[config.mk]
export PLATFORM = sky130hd
export DESIGN_NAME = seg_scan_ctrl
export DESIGN_NICKNAME = d
export VERILOG_FILES = /design/src/rtl/seg_scan_ctrl.sv
export SDC_FILE = /design/constraint.sdc
export NUM_CORES = 1
export LEC_CHECK = 0
export BUFFER_PORTS_ARGS = -buffer_cell sky130_fd_sc_hd__buf_2
export CAP_MARGIN = 20
export CORE_MARGIN = 2
export CORE_UTILIZATION = 40
export DETAILED_ROUTE_END_ITERATION = 8
export PLACE_DENSITY = 0.61
export SLEW_MARGIN = 20
export SYNTH_ARGS = -nofsm -noshare
export SYNTH_HDL_FRONTEND = slang
export SYNTH_SLANG_ARGS = --single-unit
[constraint.sdc]
create_clock -name clk_10Mhz -period 2.4 [get_ports clk_10Mhz]
set_clock_uncertainty 0.1 [all_clocks]
set_input_delay 0.24 -clock clk_10Mhz [delete_from_list [all_inputs] [get_ports clk_10Mhz]]
set_output_delay 0.24 -clock clk_10Mhz [all_outputs]
set_load 0.01 [all_outputs]
[src/rtl/seg_scan_ctrl.sv]
// Eight-digit seven-segment scan controller with a shift-in character buffer.
// Each digit slot starts with BLANK_CYCLES of dead time; writes are only taken then.
module seg_scan_ctrl #(
  parameter int REFRESH_DIV  = 10000,
  parameter int BLANK_CYCLES = 100
) (
  input  logic       clk_10Mhz,
  input  logic       reset,
  input  logic       char_valid,
  input  logic [5:0] char_code,
  output logic       char_ready,
  input  logic       clear,
  input  logic       disp_en,
  output logic [7:0] an_sel,
  output logic [6:0] seg,
  output logic [2:0] cur_digit
);

  localparam int TW = (REFRESH_DIV > 1) ? $clog2(REFRESH_DIV) : 1;
  localparam logic [TW-1:0] T_LAST  = TW'(REFRESH_DIV - 1);
  localparam logic [TW-1:0] T_BLAST = TW'(BLANK_CYCLES - 1);
  localparam logic [5:0]    BLANK_CODE = 6'd36;

  typedef enum logic {ST_BLANK, ST_SHOW} state_t;

  state_t        state;
  logic [TW-1:0] timer;
  logic [5:0]    char_buf [8];
  logic          clear_pend;
  logic          clear_now;

  function automatic logic [6:0] glyph(input logic [5:0] c);
    case (c)
      6'd0:  return 7'b1000000;
      6'd1:  return 7'b1111001;
      6'd2:  return 7'b0100100;
      6'd3:  return 7'b0110000;
      6'd4:  return 7'b0011001;
      6'd5:  return 7'b0010010;
      6'd6:  return 7'b0000010;
      6'd7:  return 7'b1111000;
      6'd8:  return 7'b0000000;
      6'd9:  return 7'b0010000;
      6'd10: return 7'b0001000; // A
      6'd11: return 7'b0000011; // b
      6'd12: return 7'b1000110; // C
      6'd13: return 7'b0100001; // d
      6'd14: return 7'b0000110; // E
      6'd15: return 7'b0001110; // F
      6'd16: return 7'b1000010; // G
      6'd17: return 7'b0001001; // H
      6'd18: return 7'b1001111; // I
      6'd19: return 7'b1100001; // J
      6'd21: return 7'b1000111; // L
      6'd23: return 7'b0101011; // n
      6'd24: return 7'b1000000; // O
      6'd25: return 7'b0001100; // P
      6'd26: return 7'b0011000; // q
      6'd27: return 7'b0101111; // r
      6'd28: return 7'b0010010; // S
      6'd29: return 7'b0000111; // t
      6'd30: return 7'b1000001; // U
      6'd34: return 7'b0010001; // y
      6'd35: return 7'b0100100; // Z
      6'd20, 6'd22, 6'd31, 6'd32, 6'd33: return 7'b0110110;
      default: return 7'b1111111;
    endcase
  endfunction

  assign char_ready = (state == ST_BLANK) && !reset;
  assign clear_now  = (state == ST_BLANK) && (clear || clear_pend);

  always_ff @(posedge clk_10Mhz) begin
    if (reset) begin
      state      <= ST_BLANK;
      timer      <= '0;
      cur_digit  <= 3'd0;
      an_sel     <= 8'hFF;
      seg        <= 7'h7F;
      clear_pend <= 1'b0;
      for (int i = 0; i < 8; i++) char_buf[i] <= BLANK_CODE;
    end else begin
      if (timer == T_LAST) begin
        timer     <= '0;
        cur_digit <= cur_digit + 3'd1;
        state     <= ST_BLANK;
      end else begin
        timer <= timer + 1'b1;
        if (timer == T_BLAST) state <= ST_SHOW;
      end

      // Outputs reflect the pre-edge slot, so anode moves lag the digit change by a cycle.
      if (state == ST_SHOW && disp_en) begin
        an_sel <= ~(8'b1 << cur_digit);
        seg    <= glyph(char_buf[cur_digit]);
      end else begin
        an_sel <= 8'hFF;
        seg    <= 7'h7F;
      end

      if (state == ST_BLANK) begin
        clear_pend <= 1'b0;
        if (clear_now) begin
          for (int i = 0; i < 8; i++) char_buf[i] <= BLANK_CODE;
        end
        if (char_valid) begin
          char_buf[0] <= char_code;
          for (int i = 1; i < 8; i++)
            char_buf[i] <= clear_now ? BLANK_CODE : char_buf[i-1];
        end
      end else begin
        clear_pend <= clear_pend | clear;
      end
    end
  end

endmodule

==> results.yml, run 1 <==
run_status:
  status: "finished clean"
global_route:
  grt_pass1_vias: 2760
  grt_pass1_wl_um: 13500
  grt_max_degree: 43
  antenna_found_initial: 0
  gr-total-overflow: 0
  grtUsageTotal: 0.154
route:
  first_pass_iters: 4
  num_vias: 2764
  wl_um: 7950
  via_per_inst: 5.10
  ant_nets: 0
  route.detailed.drc: 0
  routedWlPerCell_um: 14.7
  drt_first_iter_violations: 157
pwr:
  total_power_mw: 2.79
  power.density_nw_per_um2: 588
  total_leakage_power_nw: 1.81
  ir_drop_uv: 264
clocking:
  cts.sinks: 85
  clkLatencyLatePin_ps: 350
  cts_made_buffers: 9
  cts.reportedPaths.clkPinSlew_ps: 80
  clockBufferDepth: 2
  cts_tree: "built"
  htree_levels: 3
  root_buffer: "clkbuf_8"
synth:
  ys_seq_area_frac: 0.516
  synth_cell_types: 54
  ys_warn_count: 0
  synth_edf_count: 42
  postSynth.asyncResetShare: 0
  ys_seq_elements: 85
  syn_area_um2: 4110
  synth_fp_nets: 381
  syn_inst: 355
  yosys_most_used_dff: "dfxtp_1"
  syn_area_per_cell_um2: 11.6
sta:
  rsz0062_at_grt: "yes"
  min_period_ps: 2310
  fmax_mhz: 433
  finalSetupViolCount: 0
  slew_headroom: 0.568
  tns_ps: 0
  slew_viol_final: 0
  worst_pin_slew_ps: 648
  period_share: 0.963
  hold_violations: 0
die:
  die_h_um: 105
  io_pins: 30
  die_width_um: 105
  initial_utilization: 0.406
  rows: 37
  core_area_um2: 10100
  dieArea_um2: 11100
worst_setup_path:
  cp_top_family: "multiplexers"
  setup.worst_path.class: "reg -> reg"
  slowest_stage: "mux4_2"
  path_buf_inv: 1
  arrival_ps: 2480
  critPathLaunchType: "flip-flop"
  crit_fanout: 5
  cp.required_ps: 2570
  path_cells: "mux4_2, mux2_2, inv_2, ha_2, mux2i_1, o211a_1, o31ai_2"
  cp_slowest_stage_delay_ps: 480
  end_kind: "flip-flop"
finish:
  antenna_cells: 0
  regArea_um2: 2130
  drive_above_1_share: 0.234
  fin_cells: 542
  nFillCells: 916
  nets: 427
  multi_input_area_um2: 1870
  syn_to_final_growth_pct: 15.4
  fin_util: 0.468
hold_path:
  hold_path.class: "in -> reg"
job:
  maxCapViolCount: 0
placed_design:
  portBuffers: 29
  dpl.cell_count: 523
  gp_congestion: 0.850
  dp_hpwl_um: 5630
==> power by group <==
group | leakage, nW | internal (mW) | switching [mW] | total (mW)
clock | 0.105 | 0.505 | 0.528 | 1.03
sequential | 0.784 | 1.54 | 0.0196 | 1.56
combinational | 0.921 | 0.0851 | 0.109 | 0.194
==> cells in the mapped netlist (3+ instances only) <==
cell type   n  area share
buf_6       4       0.011
mux4_1      3       0.019
nor2b_1     5      0.0076
nand2_1    20       0.018
edfxtp_1   42        0.31
and2_1     28       0.043
a221oi_1    4      0.0085
or3_1       3      0.0046
xnor2_1     3      0.0064
ha_1       15       0.046
a21oi_1     9       0.011
or2_2       3      0.0046
a211oi_1    6       0.011
o22ai_1     3      0.0046
o21ai_1     3      0.0036
nand3_1     8      0.0097
nand2b_1   22       0.033
nor4_1      3      0.0046
and3_1      3      0.0046
buf_2       3      0.0036
clkbuf_1    8      0.0073
xor2_1      7       0.015
mux4_2      9       0.049
dfxtp_1    43        0.21
inv_1       9      0.0082
nor2_1     33       0.030
o21ai_0     6      0.0073
a22oi_1     5      0.0091
mux2i_1    13       0.032
==> per-stage QoR <==
| stage | setup slack [ps] | hold slack, ps | area (µm²) |
|---|---|---|---|
| 2_1_floorplan | 31.4 | 268 | 4120 |
| 3_3_place_gp | -73.2 | 342 | 4480 |
| 3_5_place_dp | -121 | 350 | 4480 |
| 4_1_cts | 15.9 | 8.75 | 4710 |
| 5_1_grt | -11.9 | 9.09 | 4750 |
| 6_report | 89.0 | 28.1 | 4750 |
==> flip-flops by register name (all words and copies together) (netlist names), named ones only <==
| register | cells |
|---|---|
| an_sel | 8 |
| state | 1 |
| cur_digit | 3 |
| char_buf | 48 |
| seg | 7 |
| timer | 14 |
| clear_pend | 1 |
==> placed cells by master (no fill, tap or decap), types with 3 or more instances in the layout <==
cell type  count
buf_2         29
xnor2_1        3
mux2i_1       12
edfxtp_1      42
dfxtp_1       41
ha_1          11
xor2_1         7
o21ai_0        6
a221oi_1       4
a22oi_1        5
buf_4         21
or3_1          3
mux4_1         3
nor2_1        33
a21oi_1        9
o21ai_1        3
o22ai_1        3
and2_1        28
and3_1         3
clkbuf_8      11
or2_2          3
ha_2           3
nand3_1        8
a211oi_1       5
nand2_1       20
nand2b_1      22
mux4_2         9
inv_1          8
nor2b_1        5
==> worst paths after layout <==
path                                startpoint              to  slack, ps  depth (start not counted)
worst max register to register  char_buf[7][1]          seg[3]         90                          7
worst min-delay path              char_code[5]  char_buf[0][5]         30                          3
worst min register to register        timer[0]        timer[0]        370                          1
worst max-delay path            char_buf[7][1]          seg[3]         90                          7
==> worst min-delay path, delay by kind of cell <==
| kind | cells | cell delay [ps] |
|---|---|---|
| AND/OR/NAND/NOR | 1 | 70 |
| buffers and inverters | 1 | 80 |
| AO/OA/AOI/OAI | 1 | 60 |
==> area by class of cell <==
class | instances | area share
Inverter | 10 | 0.00791
Sequential cell | 85 | 0.448
Clock buffer | 12 | 0.0372
Tap cell | 136 | 0.0359
Timing Repair Buffer | 52 | 0.0701
Multi-Input combinational cell | 243 | 0.394
Clock inverter | 4 | 0.00712
==> layer usage <==
layer | share of wire | vias up | track usage
li1 | - | 1367 | -
met1 | 0.46 | 1341 | 0.207
met2 | 0.49 | 48 | 0.244
met3 | 0.039 | 8 | 0.0476
met4 | 0.0088 | 0 | 0.0400
met5 | 0 | - | 0
==> cells by family (layout without fill, tap and decap cells) <==
| family | count (synthesis) | count (layout) | share of synthesized area |
|---|---|---|---|
| AND/OR/NAND/NOR | 141 | 141 | 0.184 |
| multiplexers | 28 | 28 | 0.112 |
| buffers and inverters | 27 | 78 | 0.0383 |
| adder cells (fa/ha/maj) | 15 | 15 | 0.0456 |
| XOR/XNOR | 10 | 10 | 0.0213 |
| flip-flops | 85 | 85 | 0.516 |
| AO/OA/AOI/OAI | 49 | 49 | 0.0827 |
==> timing repair <==
| item | CTS | global route |
|---|---|---|
| buffers inserted | 0 | 2 |
| pin swaps | 0 | 1 |
| hold buffers | 1 | 0 |
| endpoints found under the hold margin | 1 | 0 |
| gates resized for setup | 3 | 6 |
| endpoints found under the setup margin | 7 | 7 |
Note: power is estimated with default switching activity, not from simulation.
==> run 2, diff against run 1 <==
Settings changed: RECOVER_POWER from default to 25.
==> results.yml, run 2 (synthesized netlist as in run 1, its figures left out) <==
finish:
  layout_commonest_cell: "edfxtp_1"
  fin_util: 0.466
  final_area_um2: 4720
  nFillCells: 925
  fin_cells: 542
  layout_common_cells: "edfxtp_1, dfxtp_1, nor2_1"
  regMostFlops: "char_buf"
  top_regs: "char_buf (48), timer (14), an_sel (8)"
  antenna_cells: 0
  largest_reg_flops: 48
  nets: 427
  drive_above_1_share: 0.190
  syn_to_final_growth_pct: 14.8
worst_setup_path:
  cp.required_ps: 2570
  arrival_ps: 2480
  crit_fanout: 5
  setup.worst_path.class: "reg -> reg"
  end_kind: "flip-flop"
  critPathLaunchType: "flip-flop"
placed_design:
  dpl.cell_count: 523
  pre_cts_ws_ps: -121
  dp_hpwl_um: 5630
  dpl-instance-area_um2: 4480
  gp_congestion: 0.850
  portBuffers: 29
pwr:
  swShare: 0.236
  power.switching_mw: 0.659
  clkPwrFrac: 0.371
  total_leakage_power_nw: 1.78
  power.density_nw_per_um2: 592
  p_int_mw: 2.14
  seqPwrFrac: 0.560
  combPwrFrac: 0.070
  ir_drop_uv: 265
route:
  ant_nets: 0
  first_pass_iters: 4
  wl_um: 7990
  via_per_inst: 5.14
  num_vias: 2787
  drt_first_iter_violations: 149
  routedWlPerCell_um: 14.7
  route.detailed.drc: 0
global_route:
  gr-total-overflow: 0
  grt_pass1_wl_um: 13500
  grt_max_degree: 43
  antenna_found_initial: 0
  grtUsageTotal: 0.154
  grt_pass1_vias: 2760
clocking:
  clockBufferDepth: 2
  root_buffer: "clkbuf_8"
  cts.sinks: 85
  cts_made_buffers: 9
  cts.reportedPaths.clkPinSlew_ps: 80
  htree_levels: 3
  clkLatencyLatePin_ps: 350
  cts_tree: "built"
sta:
  hold_violations: 0
  slew_headroom: 0.563
  period_share: 0.961
  finalSetupViolCount: 0
  rsz0062_at_grt: "yes"
  tns_ps: 0
  fin_ws_ps: 93.3
  slew_viol_final: 0
  worst_pin_slew_ps: 656
  fmax_mhz: 434
  min_period_ps: 2310
run_status:
  status: "finished clean"
die:
  die_h_um: 105
  dieArea_um2: 11100
  die_width_um: 105
  rows: 37
  initial_utilization: 0.406
  io_pins: 30
  core_area_um2: 10100
hold_path:
  hold_path.class: "in -> reg"
job:
  maxCapViolCount: 0
==> run 2: power by group through the flow <==
stage	Combinational (mW)	Clock (mW)	Sequential [mW]
finish	0.194	1.04	1.56
global route	0.214	1.13	1.57
CTS	0.185	1.07	1.56
detailed placement	0.183	0	1.60
global placement	0.180	0	1.60
floorplan	0.135	0	1.59
==> run 2: cell type report <==
type	instances	area [µm²]	share of cell area
timing repair buffer	52	310	0.0657
multi-input combinational	243	1870	0.395
clock inverter	4	33.8	0.00715
clock buffer	12	176	0.0374
tap	136	170	0.0360
sequential	85	2130	0.450
inverter	10	37.5	0.00795
==> run 2: what timing repair did <==
item                                    in CTS  in global routing
buffers inserted                             0                  2
pin swaps                                    0                  1
resized for setup                            3                  6
hold buffers                                 1                  0
endpoints found under the setup margin       7                  7
endpoints found under the hold margin        1                  0
cloned                                       0                  0
==> run 2: path summary, 6_finish.rpt <==
kind	start	endpoint	slack (ps)	depth (start not counted)
setup / recovery	char_buf[7][1]	seg[3]	90	7
hold / removal	char_code[5]	char_buf[0][5]	30	3
setup reg to reg	char_buf[7][1]	seg[3]	90	7
hold reg to reg	timer[0]	timer[0]	370	1
==> run 2: critical path: stages, from the launching register on <==
cell	delay (ps)
edfxtp_1	430
mux4_2	480
mux2_2	310
inv_2	130
ha_2	240
mux2i_1	110
o211a_1	230
o31ai_2	200
==> run 2: per-layer routing <==
metal	track usage	vias up	routed length [µm]	share of wire
li1	-	1364	-	-
met1	0.207	1364	3760	0.47
met2	0.244	51	3890	0.49
met3	0.0476	8	279	0.035
met4	0.0400	0	70	0.0088
met5	0	-	0	0
==> run 2: per-stage QoR <==
step / total power [mW] / hold slack (ps)
after floorplan: 1.73 / 268
after global placement: 1.78 / 342
after detailed placement: 1.78 / 350
after CTS: 2.82 / 8.75
after global routing: 2.92 / 9.09
final: 2.79 / 27.9
